<file path="src/rtl/prog_div_counter.sv">
// Two-stage (prescaler + main) programmable cycle counter with one-shot/periodic modes.
// Optional sticky done flag (o_irq, i_irq_clr) when PCNT_IRQ_EN is defined.
//   state | meaning
//   IDLE  | stopped, waiting for i_start
//   RUN   | prescaler/main counter advancing while i_ena is high
//   DONE  | o_done asserted for DONE_LEN cycles
module prog_div_counter #(
    parameter int PRE_W    = 4,
    parameter int CNT_W    = 8,
    parameter int DONE_LEN = 1
) (
    input  logic             i_clk,
    input  logic             i_rst,
    input  logic             i_ena,
    input  logic             i_start,
    input  logic             i_stop,
    input  logic             i_mode,
    input  logic [PRE_W-1:0] i_pre_tc,
    input  logic [CNT_W-1:0] i_cnt_tc,
`ifdef PCNT_IRQ_EN
    input  logic             i_irq_clr,
    output logic             o_irq,
`endif
    output logic             o_tick,
    output logic [CNT_W-1:0] o_count,
    output logic             o_busy,
    output logic             o_done
);

    localparam int DL_W = (DONE_LEN > 1) ? $clog2(DONE_LEN) : 1;
    localparam logic [DL_W-1:0] DL_LAST = DL_W'(DONE_LEN - 1);

    typedef enum logic [1:0] {
        IDLE = 2'd0,
        RUN  = 2'd1,
        DONE = 2'd2
    } state_t;

    state_t           state;
    state_t           state_nxt;
    logic [PRE_W-1:0] pre;
    logic [CNT_W-1:0] cnt;
    logic [DL_W-1:0]  dcnt;
    logic             mode_q;
    logic [PRE_W-1:0] pre_tc_q;
    logic [CNT_W-1:0] cnt_tc_q;

    logic pre_wrap;
    logic cnt_last;
    logic dcnt_last;

    assign pre_wrap  = (pre == pre_tc_q);
    assign cnt_last  = (cnt == cnt_tc_q);
    assign dcnt_last = (dcnt == DL_LAST);

    always_ff @(posedge i_clk or posedge i_rst) begin
        if (i_rst) begin
            state <= IDLE;
        end else begin
            state <= state_nxt;
        end
    end

    always_comb begin
        state_nxt = state;
        if (i_start) begin
            state_nxt = RUN;
        end else if (i_stop) begin
            state_nxt = IDLE;
        end else begin
            case (state)
                RUN: begin
                    if (i_ena && pre_wrap && cnt_last) begin
                        state_nxt = DONE;
                    end
                end
                DONE: begin
                    if (dcnt_last) begin
                        state_nxt = mode_q ? IDLE : RUN;
                    end
                end
                default: state_nxt = state;
            endcase
        end
    end

    always_comb begin
        o_busy  = (state != IDLE);
        o_done  = (state == DONE);
        o_tick  = (state == RUN) && i_ena && pre_wrap;
        o_count = cnt;
    end

    // Counters and shadow registers; shadows only load on i_start.
    always_ff @(posedge i_clk or posedge i_rst) begin
        if (i_rst) begin
            pre      <= '0;
            cnt      <= '0;
            dcnt     <= '0;
            mode_q   <= 1'b0;
            pre_tc_q <= '0;
            cnt_tc_q <= '0;
        end else if (i_start) begin
            pre      <= '0;
            cnt      <= '0;
            dcnt     <= '0;
            mode_q   <= i_mode;
            pre_tc_q <= i_pre_tc;
            cnt_tc_q <= i_cnt_tc;
        end else if (i_stop) begin
            pre  <= '0;
            cnt  <= '0;
            dcnt <= '0;
        end else begin
            case (state)
                RUN: begin
                    if (i_ena) begin
                        if (pre_wrap) begin
                            pre <= '0;
                            if (cnt_last) begin
                                dcnt <= '0;
                            end else begin
                                cnt <= cnt + 1'b1;
                            end
                        end else begin
                            pre <= pre + 1'b1;
                        end
                    end
                end
                DONE: begin
                    if (dcnt_last) begin
                        dcnt <= '0;
                        // One-shot leaves cnt at the terminal value for readback.
                        if (!mode_q) begin
                            pre <= '0;
                            cnt <= '0;
                        end
                    end else begin
                        dcnt <= dcnt + 1'b1;
                    end
                end
                default: begin
                    dcnt <= '0;
                end
            endcase
        end
    end

`ifdef PCNT_IRQ_EN
    always_ff @(posedge i_clk or posedge i_rst) begin
        if (i_rst) begin
            o_irq <= 1'b0;
        end else if ((state == RUN) && (state_nxt == DONE)) begin
            o_irq <= 1'b1;
        end else if (i_irq_clr) begin
            o_irq <= 1'b0;
        end
    end
`endif

endmodule
</file>
<file path="config.mk">
export PLATFORM = sky130hd
export DESIGN_NAME = prog_div_counter
export DESIGN_NICKNAME = d
export VERILOG_FILES = /design/src/rtl/prog_div_counter.sv
export SDC_FILE = /design/constraint.sdc
export NUM_CORES = 1
export LEC_CHECK = 0
export ABC_AREA = 1
export BUFFER_PORTS_ARGS = -buffer_cell sky130_fd_sc_hd__buf_4
export CAP_MARGIN = 20
export CORE_UTILIZATION = 59
export DETAILED_ROUTE_END_ITERATION = 6
export PLACE_DENSITY_LB_ADDON = 0.25
export SYNTH_ARGS = -nofsm -noshare
export SYNTH_HDL_FRONTEND = slang
export SYNTH_SLANG_ARGS = --single-unit
</file>
<file path="constraint.sdc">
create_clock -name i_clk -period 2.6 [get_ports i_clk]
set_input_delay 0.65 -clock i_clk [delete_from_list [all_inputs] [get_ports i_clk]]
set_output_delay 0.65 -clock i_clk [all_outputs]
set_load 0.03 [all_outputs]
</file>
==> results by group, run 1 <==
Status
  • Status: finished, violations left
  • Failing checks: DRC

Clocking
  • Post CTS Setup Buffer Count: 0
  • TritonCTS clock tree: done
  • Clk_lat worst skew: 330 ps
  • CTS H-tree lvls: 1
  • Clock Path Buffers: 2
  • Hold_buf cts: 0
  • Clock root buffer: clkbuf_4
  • CTS resizes: 0
  • Num CTS Buffers: 3
  • CTS sink count: 27
  • CTS clk-pin slew, worst paths: 150 ps

STA
  • RSZ-0062 raised after global routing: no
  • Setup Total Neg Slack: 0 ps
  • Worst Max-Slew Pin Slew: 355 ps
  • Setup WS post-layout: 437 ps
  • Slew HR: 76.3%
  • Min Tclk post-route: 2160 ps
  • Hold Vio Cnt, Final: 0
  • Final slew viol count: 0
  • Max Freq: 0.462 GHz
  • Final setup violation count: 0
  • Final worst-path cycle share: 83.2%
  • Clk_skew: 4.98 ps

Yosys
  • Post-synth EDFFs: 0
  • Syn nets: 292
  • Synth Instances: 269
  • Synth Area per Inst: 6.61 um^2
  • Synth warnings: 0
  • Area share of the largest cell type after synthesis: 38.0%
  • List of most frequent post-synthesis cells: nand2_1 (105), inv_1 (35), dfrtp_1 (27)
  • Synth cell types: 25
  • Synthesized cell area: 0.00178 mm^2
  • Seq/Total Area, Yosys: 38.0%
  • #FFs+latches synth: 27
  • Main flop type after synthesis: dfrtp_1
  • Post-synth top area cell: dfrtp_1
  • Synth top area cells: dfrtp_1 (38%), nand2_1 (22%), inv_1 (7.4%)
  • Top-count cell post-synth: nand2_1
  • Fraction of registers with async set/reset: 100%

Die
  • Die W: 56.9 um
  • DIE HEIGHT: 56.9 um
  • Cell Rows: 19
  • Initial Util: 63.4%
  • Die area: 0.00324 mm^2
  • Core ar.: 0.00281 mm^2
  • I/O Pins: 29

Global route
  • Grt total ovfl: 0
  • Vias in the first global route: 1566
  • First-pass GRT wire length: 6.52 mm
  • Pin count of the biggest net entering global routing: 34
  • GR Util All Layers: 25.5%
  • Initial antenna violation count: 0

Layout
  • Post-route cell area: 0.00203 mm^2
  • Utilization after layout: 72.5%
  • Layout area overhead: 14.3%
  • Layout cells sized above 1: 17.5%
  • Antenna cells: 0
  • Nets@finish: 321

Detailed routing
  • DR vias/cell: 5.14
  • Via count: 1687
  • Drc violations: 2
  • Routed wire length: 3.63 mm
  • Avg WL per Cell: 11.1 um
  • Initial DRC count: 109
  • ANT nets after route: 0
  • TritonRoute pass-1 iters: 6

Power and ir drop
  • Leak: 1.11 nW
  • Overall Power: 0.933 mW
  • Worst VDD drop: 0.000299 V
  • Power density over cell area: 458 mW/mm^2

Critical path
  • Largest stage delay on the critical path: 450 ps
  • R2R Setup Slk: 960 ps
  • Crit path max-delay family: simple AND/OR/NAND/NOR gates
  • Crit path required time: 1950 ps
  • Crit Path Max Fanout: 4
  • Crit. End Element: primary output
  • Crit-path most repeated cell: nand2_1
  • Startpoint types: flop
  • Critical path's slowest cell: dfrtp_1
  • Buf/Inv on CP: 2
  • WP data arrival: 1510 ps
  • CP Cell Sequence: inv_2 -> nand2_1 -> nand2_1 -> nor2_1 -> nand2_1 -> nor3_1 -> buf_4
  • Kind of critical path: reg -> out

Placement
  • Placed cell areas: 0.00201 mm^2
  • Dpl hpwl: 2.70 mm
  • Port-buffer cells: 28
  • Pre-CTS setup slack: 752 ps
  • Final GP Congestion: 0.940

Job
  • Max Cap Viol: 0

Hold path
  • HP Class: in -> async
worst paths after layout:
check / startpoint / to / depth (start not counted)
setup reg to reg: state[0]$_DFFE_PP0P_ / pre[2]$_DFFE_PP0P_ / 7
hold / removal: i_rst / cnt_tc_q[2]$_DFFE_PP0P_ / 3
min in group i_clk: i_pre_tc[0] / pre_tc_q[0]$_DFFE_PP0P_ / 3
setup / recovery: pre[0]$_DFFE_PP0P_ / o_tick / 7
hold reg to reg: state[1]$_DFFE_PP0P_ / state[1]$_DFFE_PP0P_ / 2
max in group asynchronous: i_rst / cnt_tc_q[7]$_DFFE_PP0P_ / 3
logic make-up (layout without fill, tap and decap cells):
logic type / count (synthesis) / in the layout / synth area share (%)
flops: 27 / 27 / 38.0
simple gates: 166 / 166 / 40.6
fa+ha+maj: 5 / 5 / 3.52
buf+inv: 48 / 76 / 10.8
compound gates: 21 / 21 / 6.05
xor+xnor: 2 / 2 / 0.985
registers in the layout, indices dropped and copies added (netlist names):
name,cells
cnt_tc_q,8
o_count,8
pre,4
pre_tc_q,4
state,2
mode_q,1
worst reg2reg max path, stage by stage, from the launching register on:
cell and delay (ps):
dfrtp_1 400, inv_1 70, ha_1 240, inv_1 230, nand2_1 170, nor2_1 230, nor2_1 80, nor3_2 160
layout make-up:
cell class / instances / area [um^2]
fillers: 253 / 771
inverters: 43 / 165
flip-flops and latches: 27 / 676
repair buffers: 29 / 218
well taps: 31 / 38.8
clock buffers: 4 / 26.3
multi-input cells: 194 / 911
placed cells by master (no fill, tap or decap):
cell type | netlist | final
clkbuf_4 | 0 | 3
clkbuf_1 | 3 | 1
nand2_2 | 3 | 3
nor3_1 | 7 | 7
nand3_4 | 1 | 1
inv_4 | 1 | 1
inv_1 | 35 | 35
a21oi_1 | 2 | 2
clkinv_2 | 1 | 1
buf_4 | 0 | 29
nand3_1 | 25 | 25
ha_1 | 5 | 5
inv_2 | 6 | 6
or2_2 | 1 | 1
nor3_2 | 1 | 1
dfrtp_1 | 27 | 27
nor2_1 | 17 | 17
o21ai_1 | 5 | 5
nand2_1 | 105 | 105
xnor2_1 | 2 | 2
nor2_2 | 3 | 3
nor2_4 | 1 | 1
o31ai_1 | 1 | 1
nand2_4 | 2 | 2
o21ai_0 | 13 | 13
metrics by stage:
step                hold WS, ps  cells
floorplan                   463    269
global placement            495    324
detailed placement          506    324
CTS                         371    328
global route                387    328
finish                      363    328
metal layers:
layer / GRT usage [%] / wire (um) / up-vias
met3: 2.07 / 178 / 4
met2: 43.9 / 1750 / 47
met4: 8.36 / 42 / 0
met5: 0 / 0 / -
li1: - / - / 885
met1: 34.0 / 1660 / 751
where the power goes:
part | leakage (nW) | switching, mW | internal [mW]
registers | 0.349 | 0.0325 | 0.451
logic | 0.743 | 0.166 | 0.0951
clock network | 0.0150 | 0.127 | 0.0602
Note: power is estimated with default switching activity, not from simulation.
==> run 2, diff against run 1 <==
--- a/config.mk
+++ b/config.mk
@@ -8,7 +8,7 @@
 export ABC_AREA = 1
 export BUFFER_PORTS_ARGS = -buffer_cell sky130_fd_sc_hd__buf_4
 export CAP_MARGIN = 20
-export CORE_UTILIZATION = 59
+export CORE_UTILIZATION = 51
 export DETAILED_ROUTE_END_ITERATION = 6
 export PLACE_DENSITY_LB_ADDON = 0.25
 export SYNTH_ARGS = -nofsm -noshare
==> constraint.sdc (replaced) <==
create_clock -name i_clk -period 1.8 [get_ports i_clk]
set_input_delay 0.45 -clock i_clk [delete_from_list [all_inputs] [get_ports i_clk]]
set_output_delay 0.45 -clock i_clk [all_outputs]
set_load 0.03 [all_outputs]
==> run 2 against run 1 <==
The run ends with setup timing left. Die area is 15% higher. Routed wire length is 1.2% higher. Utilization is 8.8 points lower. Via count is 0.77% higher. Critical path type unchanged. Largest power group unchanged.
==> results by group, run 2 (same netlist as run 1, synthesis figures left out) <==
Clocking
  • Clk_lat worst skew: 330 ps (about the same)
  • CTS clk-pin slew, worst paths: 150 ps (about the same)
  • TritonCTS clock tree: done
  • CTS sink count: 27 (unchanged)
  • Num CTS Buffers: 3 (unchanged)
  • Clock root buffer: clkbuf_4
  • Clock Path Buffers: 2 (unchanged)
  • CTS H-tree lvls: 1 (unchanged)

Critical path
  • Critical path startpoint: pre[1]$_DFFE_PP0P_
  • Crit. End Element: primary output
  • Worst r2r src: state[0]$_DFFE_PP0P_
  • Crit path required time: 1350 ps (-600 ps)
  • R2R Setup Slk: 290 ps (-670 ps)
  • Startpoint types: flop
  • WP data arrival: 1370 ps (-140 ps)
  • Crit Path Max Fanout: 3 (-1)
  • Kind of critical path: reg -> out

Placement
  • Placed cell areas: 0.00205 mm^2 (+1.9%)
  • Port-buffer cells: 28 (unchanged)
  • DP Cell Count: 341 (+5.2%)
  • Final GP Congestion: 0.802 (-15%)
  • Dpl hpwl: 2.75 mm (+1.9%)

Layout
  • Most frequent cells in the layout: nand2_1 (104), buf_4 (37), inv_1 (35), dfrtp_1 (27), nand3_1 (25)
  • Layout cells sized above 1: 21.3% (+3.8 points)
  • FF+latch area: 676 um^2 (unchanged)
  • Antenna cells: 0 (unchanged)
  • Commonest non-fill, non-tap cell in the layout: nand2_1
  • Layout area overhead: 19.5%
  • Post-route cell area: 0.00213 mm^2 (+4.6%)
  • Fill count: 327 (+29%)
  • Multi-input gate area in the final layout: 923 um^2 (+1.4%)
  • Nets@finish: 329 (+2.5%)
  • Layout Cells excl Fill: 351 (+7.0%)

STA
  • Final setup violation count: 1 (+1)
  • Max Freq: 0.548 GHz
  • RSZ-0062 raised after global routing: yes
  • Worst Max-Slew Pin Slew: 332 ps (-23.1 ps)
  • Min Tclk post-route: 1820 ps
  • Hold Vio Cnt, Final: 0 (unchanged)
  • Final slew viol count: 0 (unchanged)
  • Slew HR: 77.9% (+1.5 points)
  • Setup WS post-layout: -23.5 ps (-460 ps)
  • Final worst-path cycle share: 101%
  • Hold slack: 157 ps (-205 ps)
  • Clk_skew: 11.6 ps (+6.57 ps)

Global route
  • First-pass GRT wire length: 6.29 mm (-3.5%)
  • Initial antenna violation count: 0 (unchanged)
  • Grt total ovfl: 0 (unchanged)
  • GR Util All Layers: 22.6% (-2.8 points)
  • Pin count of the biggest net entering global routing: 28 (-18%)
  • Vias in the first global route: 1516 (-3.2%)

Power and ir drop
  • Power density over cell area: 641 mW/mm^2 (+40%)
  • Worst VDD drop: 0.000433 V (+45%)
  • Leak: 1.15 nW (+3.8%)

Detailed routing
  • Via count: 1700 (+0.77%)
  • Avg WL per Cell: 10.5 um (-5.5%)
  • Drc violations: 0 (-2)
  • TritonRoute pass-1 iters: 4 (-2)
  • ANT nets after route: 0 (unchanged)
  • Initial DRC count: 98 (-10%)
  • Routed wire length: 3.67 mm (+1.2%)
  • DR vias/cell: 4.84 (-5.8%)

Die
  • Die W: 61.1 um (+7.3%)
  • Initial Util: 53.3% (-10 points)
  • Die area: 0.00373 mm^2 (+15%)
  • DIE HEIGHT: 61.1 um (+7.3%)
  • Core ar.: 0.00334 mm^2 (+19%)
  • Cell Rows: 21 (+2)
  • I/O Pins: 29 (unchanged)

Status
  • Failing checks: setup timing
  • Status: finished, violations left

Hold path
  • HP Class: in -> async

Job
  • Max Cap Viol: 0 (unchanged)
## run 2: area by class of cell
| cell class | count | area share [%] |
|---|---|---|
| timing repair buffer | 37 | 13.1 |
| clock inverter | 1 | 0.235 |
| multi-input combinational | 194 | 43.4 |
| tap | 46 | 2.71 |
| clock buffer | 3 | 1.06 |
| sequential | 27 | 31.8 |
| inverter | 43 | 7.76 |
## run 2: final timing paths
| kind | end | depth (start not counted) |
|---|---|---|
| worst max register to register | pre[2]$_DFFE_PP0P_ | 9 |
| min in group i_clk | cnt_tc_q[3]$_DFFE_PP0P_ | 3 |
| max in group asynchronous | pre[2]$_DFFE_PP0P_ | 3 |
| worst min-delay path | o_count[1]$_DFFE_PP0P_ | 3 |
| worst max-delay path | o_tick | 6 |
| worst min register to register | mode_q$_DFFE_PP0P_ | 2 |
## run 2: through the flow
step | utilization [%] | TNS (ps) | setup slack, ps | power, mW
2_1_floorplan | - | 0 | 239 | 0.984
3_3_place_gp | 61.3 | 0 | 234 | 1.09
3_5_place_dp | 61.3 | 0 | 234 | 1.10
4_1_cts | 63.4 | -32.5 | -32.5 | 1.38
5_1_grt | 63.7 | -135 | -135 | 1.47
6_report | 63.7 | -23.5 | -23.5 | 1.36
## run 2: per-layer routing
| layer | up-vias | routed length (um) | GRT usage, % | share of wire (%) |
|---|---|---|---|---|
| li1 | 898 | - | - | - |
| met1 | 750 | 1620 | 28.8 | 44 |
| met2 | 44 | 1820 | 38.7 | 50 |
| met3 | 8 | 150 | 4.83 | 4.1 |
| met4 | 0 | 85 | 6.82 | 2.3 |
| met5 | - | 0 | 0 | 0 |
## run 2: power breakdown
part | leakage, nW | total (mW) | switching, mW | internal, mW
combinational | 0.782 | 0.413 | 0.253 | 0.161
clock | 0.0177 | 0.258 | 0.174 | 0.0834
sequential | 0.349 | 0.692 | 0.0407 | 0.651
## run 2: repair_timing
action                     CTS  global route
setup endpoints to repair    1             2
pin swaps                    2             0
hold buffers                 0             0
setup buffers                5             1
gates resized for setup      2             1
## run 2: worst max-delay path, stage by stage, from the launching register on
cell	delay, ps
dfrtp_1	430
nand2_1	80
nand2_1	50
nor2_1	130
nand2_2	90
nor3_2	110
buf_4	180
